## config.mk

```make
export PLATFORM = sky130hd
export DESIGN_NAME = inst_rr_scheduler
export DESIGN_NICKNAME = d
export VERILOG_FILES = /design/src/rtl/inst_rr_scheduler.sv
export SDC_FILE = /design/constraint.sdc
export NUM_CORES = 1
export LEC_CHECK = 0
export BUFFER_PORTS_ARGS = -buffer_cell sky130_fd_sc_hd__buf_2
export CORE_MARGIN = 5
export CORE_UTILIZATION = 45
export DETAILED_ROUTE_END_ITERATION = 7
export PLACE_DENSITY = 0.74
export SLEW_MARGIN = 30
export SYNTH_ARGS = -nofsm -noshare
export SYNTH_HDL_FRONTEND = slang
export SYNTH_SLANG_ARGS = --single-unit
```

## constraint.sdc

```tcl
create_clock -name clk -period 10.2 [get_ports clk]
set_clock_uncertainty 0.05 [all_clocks]
set_input_delay 1.02 -clock clk [delete_from_list [all_inputs] [get_ports clk]]
set_output_delay 1.02 -clock clk [all_outputs]
set_load 0.005 [all_outputs]
```

## src/rtl/inst_rr_scheduler.sv

```systemverilog
// Round-robin owner scheduler for a shared resource slot with a one-cycle turnaround between owners.
// Optional grant hold limit compiled in with `define INST_RR_SCHED_TIMEOUT_EN.
module inst_rr_scheduler #(
    parameter int N_REQ    = 5,
    parameter int MAX_HOLD = 16,
    parameter int IDW      = $clog2(N_REQ)
) (
    input  logic             clk,
    input  logic             rst_n,
    input  logic [N_REQ-1:0] req,
    input  logic [N_REQ-1:0] rel,
    output logic [N_REQ-1:0] gnt,
    output logic [IDW-1:0]   gnt_id,
    output logic             busy,
    output logic             timeout_pulse
);

    typedef enum logic [1:0] {
        IDLE  = 2'd0,
        GRANT = 2'd1,
        GAP   = 2'd2
    } state_t;

    localparam logic [N_REQ-1:0] ONE_HOT_LSB = {{(N_REQ-1){1'b0}}, 1'b1};

    // First set request at or after p, wrapping; MSB of the result flags a hit.
    function automatic logic [IDW:0] rr_pick(input logic [N_REQ-1:0] r, input logic [IDW-1:0] p);
        logic           found;
        logic [IDW-1:0] idx;
        logic [IDW-1:0] cand;
        found = 1'b0;
        idx   = {IDW{1'b0}};
        for (int i = 0; i < N_REQ; i++) begin
            cand = IDW'((int'(p) + i) % N_REQ);
            if (!found && r[cand]) begin
                found = 1'b1;
                idx   = cand;
            end
        end
        return {found, idx};
    endfunction

    state_t           state_r;
    logic [IDW-1:0]   ptr_r;
    logic [IDW-1:0]   owner_r;
    logic [N_REQ-1:0] gnt_r;
    logic [IDW-1:0]   gnt_id_r;
    logic             busy_r;

    logic             pick_found_s;
    logic [IDW-1:0]   pick_idx_s;
    logic             owner_done_s;
    logic [IDW-1:0]   ptr_next_s;
    logic             hold_limit_s;

    // Arbitration result and owner release decode.
    always_comb begin
        {pick_found_s, pick_idx_s} = rr_pick(req, ptr_r);
        owner_done_s = rel[owner_r] | ~req[owner_r];
        if (owner_r == IDW'(N_REQ - 1)) begin
            ptr_next_s = {IDW{1'b0}};
        end else begin
            ptr_next_s = owner_r + IDW'(1);
        end
    end

`ifdef INST_RR_SCHED_TIMEOUT_EN
    logic [7:0] hold_cnt_r;
    logic       timeout_r;

    assign hold_limit_s  = (hold_cnt_r == 8'(MAX_HOLD - 1));
    assign timeout_pulse = timeout_r;

    // Hold counter is zero outside GRANT, so it is cleared on every GRANT entry.
    always_ff @(posedge clk or negedge rst_n) begin
        if (!rst_n) begin
            hold_cnt_r <= 8'd0;
            timeout_r  <= 1'b0;
        end else begin
            timeout_r <= 1'b0;
            if (state_r == GRANT) begin
                if (owner_done_s || hold_limit_s) begin
                    hold_cnt_r <= 8'd0;
                    timeout_r  <= ~owner_done_s;
                end else begin
                    hold_cnt_r <= hold_cnt_r + 8'd1;
                end
            end else begin
                hold_cnt_r <= 8'd0;
            end
        end
    end
`else
    assign hold_limit_s  = 1'b0;
    assign timeout_pulse = 1'b0;
`endif

    // Ownership FSM with registered outputs; the GAP cycle arbitrates for the following cycle,
    // so a waiting requester is granted right after the single turnaround cycle.
    always_ff @(posedge clk or negedge rst_n) begin
        if (!rst_n) begin
            state_r  <= IDLE;
            ptr_r    <= {IDW{1'b0}};
            owner_r  <= {IDW{1'b0}};
            gnt_r    <= {N_REQ{1'b0}};
            gnt_id_r <= {IDW{1'b0}};
            busy_r   <= 1'b0;
        end else begin
            case (state_r)
                IDLE, GAP: begin
                    if (pick_found_s) begin
                        state_r  <= GRANT;
                        owner_r  <= pick_idx_s;
                        gnt_r    <= ONE_HOT_LSB << pick_idx_s;
                        gnt_id_r <= pick_idx_s;
                        busy_r   <= 1'b1;
                    end else begin
                        state_r  <= IDLE;
                        gnt_r    <= {N_REQ{1'b0}};
                        gnt_id_r <= {IDW{1'b0}};
                        busy_r   <= 1'b0;
                    end
                end
                GRANT: begin
                    if (owner_done_s || hold_limit_s) begin
                        state_r  <= GAP;
                        ptr_r    <= ptr_next_s;
                        gnt_r    <= {N_REQ{1'b0}};
                        gnt_id_r <= {IDW{1'b0}};
                        busy_r   <= 1'b0;
                    end else begin
                        state_r  <= GRANT;
                    end
                end
                default: begin
                    state_r  <= IDLE;
                    gnt_r    <= {N_REQ{1'b0}};
                    gnt_id_r <= {IDW{1'b0}};
                    busy_r   <= 1'b0;
                end
            endcase
        end
    end

    assign gnt    = gnt_r;
    assign gnt_id = gnt_id_r;
    assign busy   = busy_r;

endmodule

```

-- Word level (Yosys, flattened, before mapping)
Index checks and enable logic that the tools add are counted.
- add/subtract/negate cells: 5
- div/mod/pow operators: 5
- order comparisons: 6
- eq/ne operators: 4
- shift-type cells: 1
- mux-type cells: 37
- bitwise operators: 2
- reduce and logical (&&, ||, !) cells: 12
- operators by type and width (cell ; number):
    $mod 32x4->32 const B ; 4
    $mod 4x4->32 const B ; 1
    $lt 3x4->1 const B ; 6
    $mux 3 ; 8
    $bmux 1 s3 ; 7
    $mux 1 ; 15
    $mux 5 ; 2
    $pmux 5 s2 ; 1
    $add 3x2->4 const B ; 2
    $pmux 3 s2 ; 1
    $shl 1x3->5 const A ; 1
    $add 3x1->4 const B ; 1
    $add 3x3->4 const B ; 1
    $logic_and 1x1->1 ; 4
    $logic_not 1->1 ; 4
    $pmux 2 s2 ; 1
    $reduce_and 2->1 ; 2
    $add 3x1->3 const B ; 1
    $eq 3x3->1 const B ; 1
    $eq 2x1->1 const B ; 1
    $eq 2x2->1 const B ; 1
    $logic_not 2->1 ; 1
    $mux 2 ; 1
    $ne 2x2->1 const B ; 1
    4 further kinds ; 4
- flip-flop bits (word level): 17
- bits of input ports: 12
- logic and storage cells: 78

-- Depth between registers and ports, before layout
- word-level depth: 19
- mapped depth: 20

-- Worst setup path after synthesis
Ideal clock, no wire load.
- path type: flip-flop to flip-flop
- from: reg ptr_r[0]
- to: reg gnt_r[2], in the netlist gnt[2]
- setup time: 0.121 ns
- arrival time: 4.161 ns
- data required time: 10.029 ns
- setup slack: 5.867 ns
- stages on the path, launching flop included: 19
- cells stage by stage: dfrtp_1 > buf_4 > clkinv_1 > ha_1 > inv_1 > ha_1 > inv_1 > ha_1 > nor3_1 > nor2_1 > xnor2_1 > inv_1 > ha_1 > or4b_1 > a311o_1 > a31oi_2 > a31oi_2 > and2_4 > a32o_2
- cells in the longest elaborated chain, start to end: 19
- elaborated cells between the ends (all ways): 40
- classes of those cells: add/sub (4); div (5); shift (1); mux (22); reduce/logical (8)
- RTL lines (what ; RTL line ; text):
    start, declared ; 44 ; logic [IDW-1:0] ptr_r;
    start signal, assigned ; 103 ; ptr_r <= {IDW{1'b0}};
    start signal, assigned ; 127 ; ptr_r <= ptr_next_s;
    branches (longest 17 deep; another with $mod 32x4->32) ; -- ;
    $mux 5 (*) ; 111 ; if (pick_found_s) begin
    $pmux 5 s2 (*) ; 109 ; case (state_r)
    end signal, assigned ; 105 ; gnt_r <= {N_REQ{1'b0}};
    end signal, assigned ; 114 ; gnt_r <= ONE_HOT_LSB << pick_idx_s;
    end signal, assigned ; 119 ; gnt_r <= {N_REQ{1'b0}};
    end, declared ; 46 ; logic [N_REQ-1:0] gnt_r;
Mark *: on every way between the ends. The select of a mux whose other input is x is not followed.
A chain may end at the register's enable or synchronous reset.

-- Worst setup path in the final report
Ends and elaborated chain as after synthesis.

==> metrics <==
outcome complete, no violations; Nets 321; Post-synth EDFFs 0; largest net degree at the start of global routing 27; Worst EP arrival 5.23 ns; R2R cell count 16; Worst Setup SP ptr_r[0]; Starting Density 0.4730; Synth Area in Adders 0.1098; GRT Overall Usage 0.1793; Simple-Gate Fraction of Synth Area 0.2521; synth unique cells 67; period utilization 0.5038; Synth Area in XOR/XNOR 0.03844; DRC viols 0; Avg Cell Area, Syn 8.225 sq um; Max clock buf depth 2; # IOs 22; top cells by area, synth dfrtp_1, ha_1, mux2i_1; compound-gate portion of the synthesized area 0.2554; Critical Path RT 10.30 ns; storage element area 425.4 sq um; detailed placement HPWL 4260 microns; vias in the first global route 1953; Core Footprint 4817 sq um; crit path capture gnt[2]; register area share after synthesis 0.1867; final hold violations 0; Syn Nets 309; DRT Wirelength 5554 microns; synthesized instance count 277; largest family of logic cells by synthesized area compound AO/OA/AOI/OAI gates; fmax 194.6 MHz; hold wc startpoint busy; Post-DP Area 2390 sq um; DRT iter0 DRCs 126; setup_tns 0 ns; worst r2r src ptr_r[0]; Antenna Violating Nets Remaining 0; CTS buffer count 3; number of antenna diodes 0; critical path type reg2reg; Clock Sinks 17; fraction of layout cells with a size suffix above 1 0.1701; Final setup viols 0; worst skew pair latency 0.25 ns; CP Capture Type flop; RD Place Congestion 0.9404; hold buffers post-CTS 0; Post-synth ARST share 1.000; unrepaired setup endpoints after global routing false; CTS resizes 0; H-tree levels 1; FF-to-FF setup slack 5.06 ns; # port buffers 20; routed length per instance 15.65 microns; Critical Path Fanout Max 26; Top FF cell, synth dfrtp_1; cell row count 25; max-cap check violation count 0; Clk pin slew, worst setup/hold paths 0.07 ns; GRT Residual Overflow 0; via count 2090; area grow syn2layout 6.919%; fin crit period 5.139 ns; multiplexer share of the synthesized area 0.09061; Die ar. 6586 sq um; leading area contributor after synthesis dfrtp_1; CTS tree built; routed vias/inst 5.887; R2R Path End gnt[2]; die width 81.16 microns; Multi-input gate area 1709 sq um; Die H 81.16 microns; max_slew headroom 0.5884; design area 2436 sq um; HP Class reg2reg; fillers 474; register bit total from synthesis 17; Setup Buffers After CTS 0; drt pass-1 iters 4; first-pass GRT wire length 9494 microns; area share of the largest cell type after synthesis 0.1867; Worst-Margin Slew 0.6174 ns; synth warn 0; CP startpoint kind flop; cell area after synthesis 2278 sq um; Root Driver clkbuf_8; initial antenna violation count 0; fin. max-slew vios 0
[how the worst min path moves through the flow]
stage,to,depth (start not counted)
final,busy,1
after detailed placement,gnt_id[2],2
after floorplan,gnt[4],2
after global placement,gnt_id[2],2
after global routing,gnt_id[0],1
after CTS,gnt_id[2],2
[cell type report]
| type | instances | area share |
|---|---|---|
| clock buffers | 3 | 0.01695 |
| clock inverters | 1 | 0.002054 |
| inverters | 17 | 0.02619 |
| multi-input cells | 229 | 0.7016 |
| flip-flops and latches | 17 | 0.1746 |
| well taps | 67 | 0.03441 |
| repair buffers | 21 | 0.04417 |
[sequential cells by signal, indices dropped and copies added (netlist names)]
register and flops:
gnt 5, ptr_r 3, state_r 2, gnt_id 3
owner_r 3, busy 1
[through the flow]
step / hold slack, ns / worst slack, ns / utilization / instances
after global placement: 0.4067 / 5.271 / 0.4951 / 351
after detailed placement: 0.4079 / 5.167 / 0.4961 / 351
after CTS: 0.4319 / 5.118 / 0.5057 / 355
after global routing: 0.4757 / 4.628 / 0.5057 / 355
after floorplan: 0.4211 / 5.867 / - / 277
final: 0.4319 / 5.061 / 0.5057 / 355
[kinds of logic after synthesis]
group / count (synthesis)
flops: 17
simple gates: 105
mux: 19
fa+ha+maj: 20
xor+xnor: 10
other cells: 1
compound gates: 74
buf+inv: 31
[cells in the final DEF, fill, tap and decap left out, drive strengths merged, types with 3 or more instances in the layout]
master / instances
nand2: 28
buf: 21
ha: 20
dfrtp: 17
a21oi: 17
inv: 16
o21ai: 15
nor2: 15
mux2i: 15
nor2b: 10
xnor2: 8
nand2b: 7
nand3: 7
nor3: 6
a21o: 5
nor4: 5
a22o: 4
and3b: 4
or2: 3
nand4: 3
mux2: 3
clkbuf: 3
a22oi: 3
a2111oi: 3
a311oi: 3
and2: 3
a32o: 3
[worst max-delay path, cell delays in order (launching register included)]
cell and delay, ns:
dfrtp_1 0.32, buf_4 0.29, clkinv_1 0.42, ha_1 0.71, inv_1 0.18, ha_1 0.24, nor3_1 0.19, nor2_1 0.08
xnor2_1 0.22, inv_1 0.10, ha_1 0.21, or4b_1 0.60, a311o_1 0.37, a31oi_2 0.30, a31oi_2 0.26, and2_4 0.22
a32o_2 0.25
[synth_stat cells (all sizes together), types with 3 or more instances]
cell type  instances
nand2             28
ha                20
a21oi             17
dfrtp             17
inv               16
mux2i             15
nor2              15
o21ai             15
nor2b             10
buf                8
xnor2              8
nand2b             7
nand3              7
clkbuf             6
nor3               6
a21o               5
nor4               5
a22o               4
and3b              4
a2111oi            3
a22oi              3
a311oi             3
a32o               3
and2               3
mux2               3
nand4              3
or2                3
[metal layers]
| metal | GRT usage | vias to the layer above | share of wire |
|---|---|---|---|
| met4 | 0.07432 | 0 | 0.032 |
| li1 | - | 1041 | - |
| met1 | 0.2593 | 985 | 0.49 |
| met5 | 0 | - | 0 |
| met3 | 0.01441 | 13 | 0.048 |
| met2 | 0.2734 | 51 | 0.43 |
Power is not shown: default switching activity piles up to over one toggle a cycle in this logic, so the estimate is an artifact.
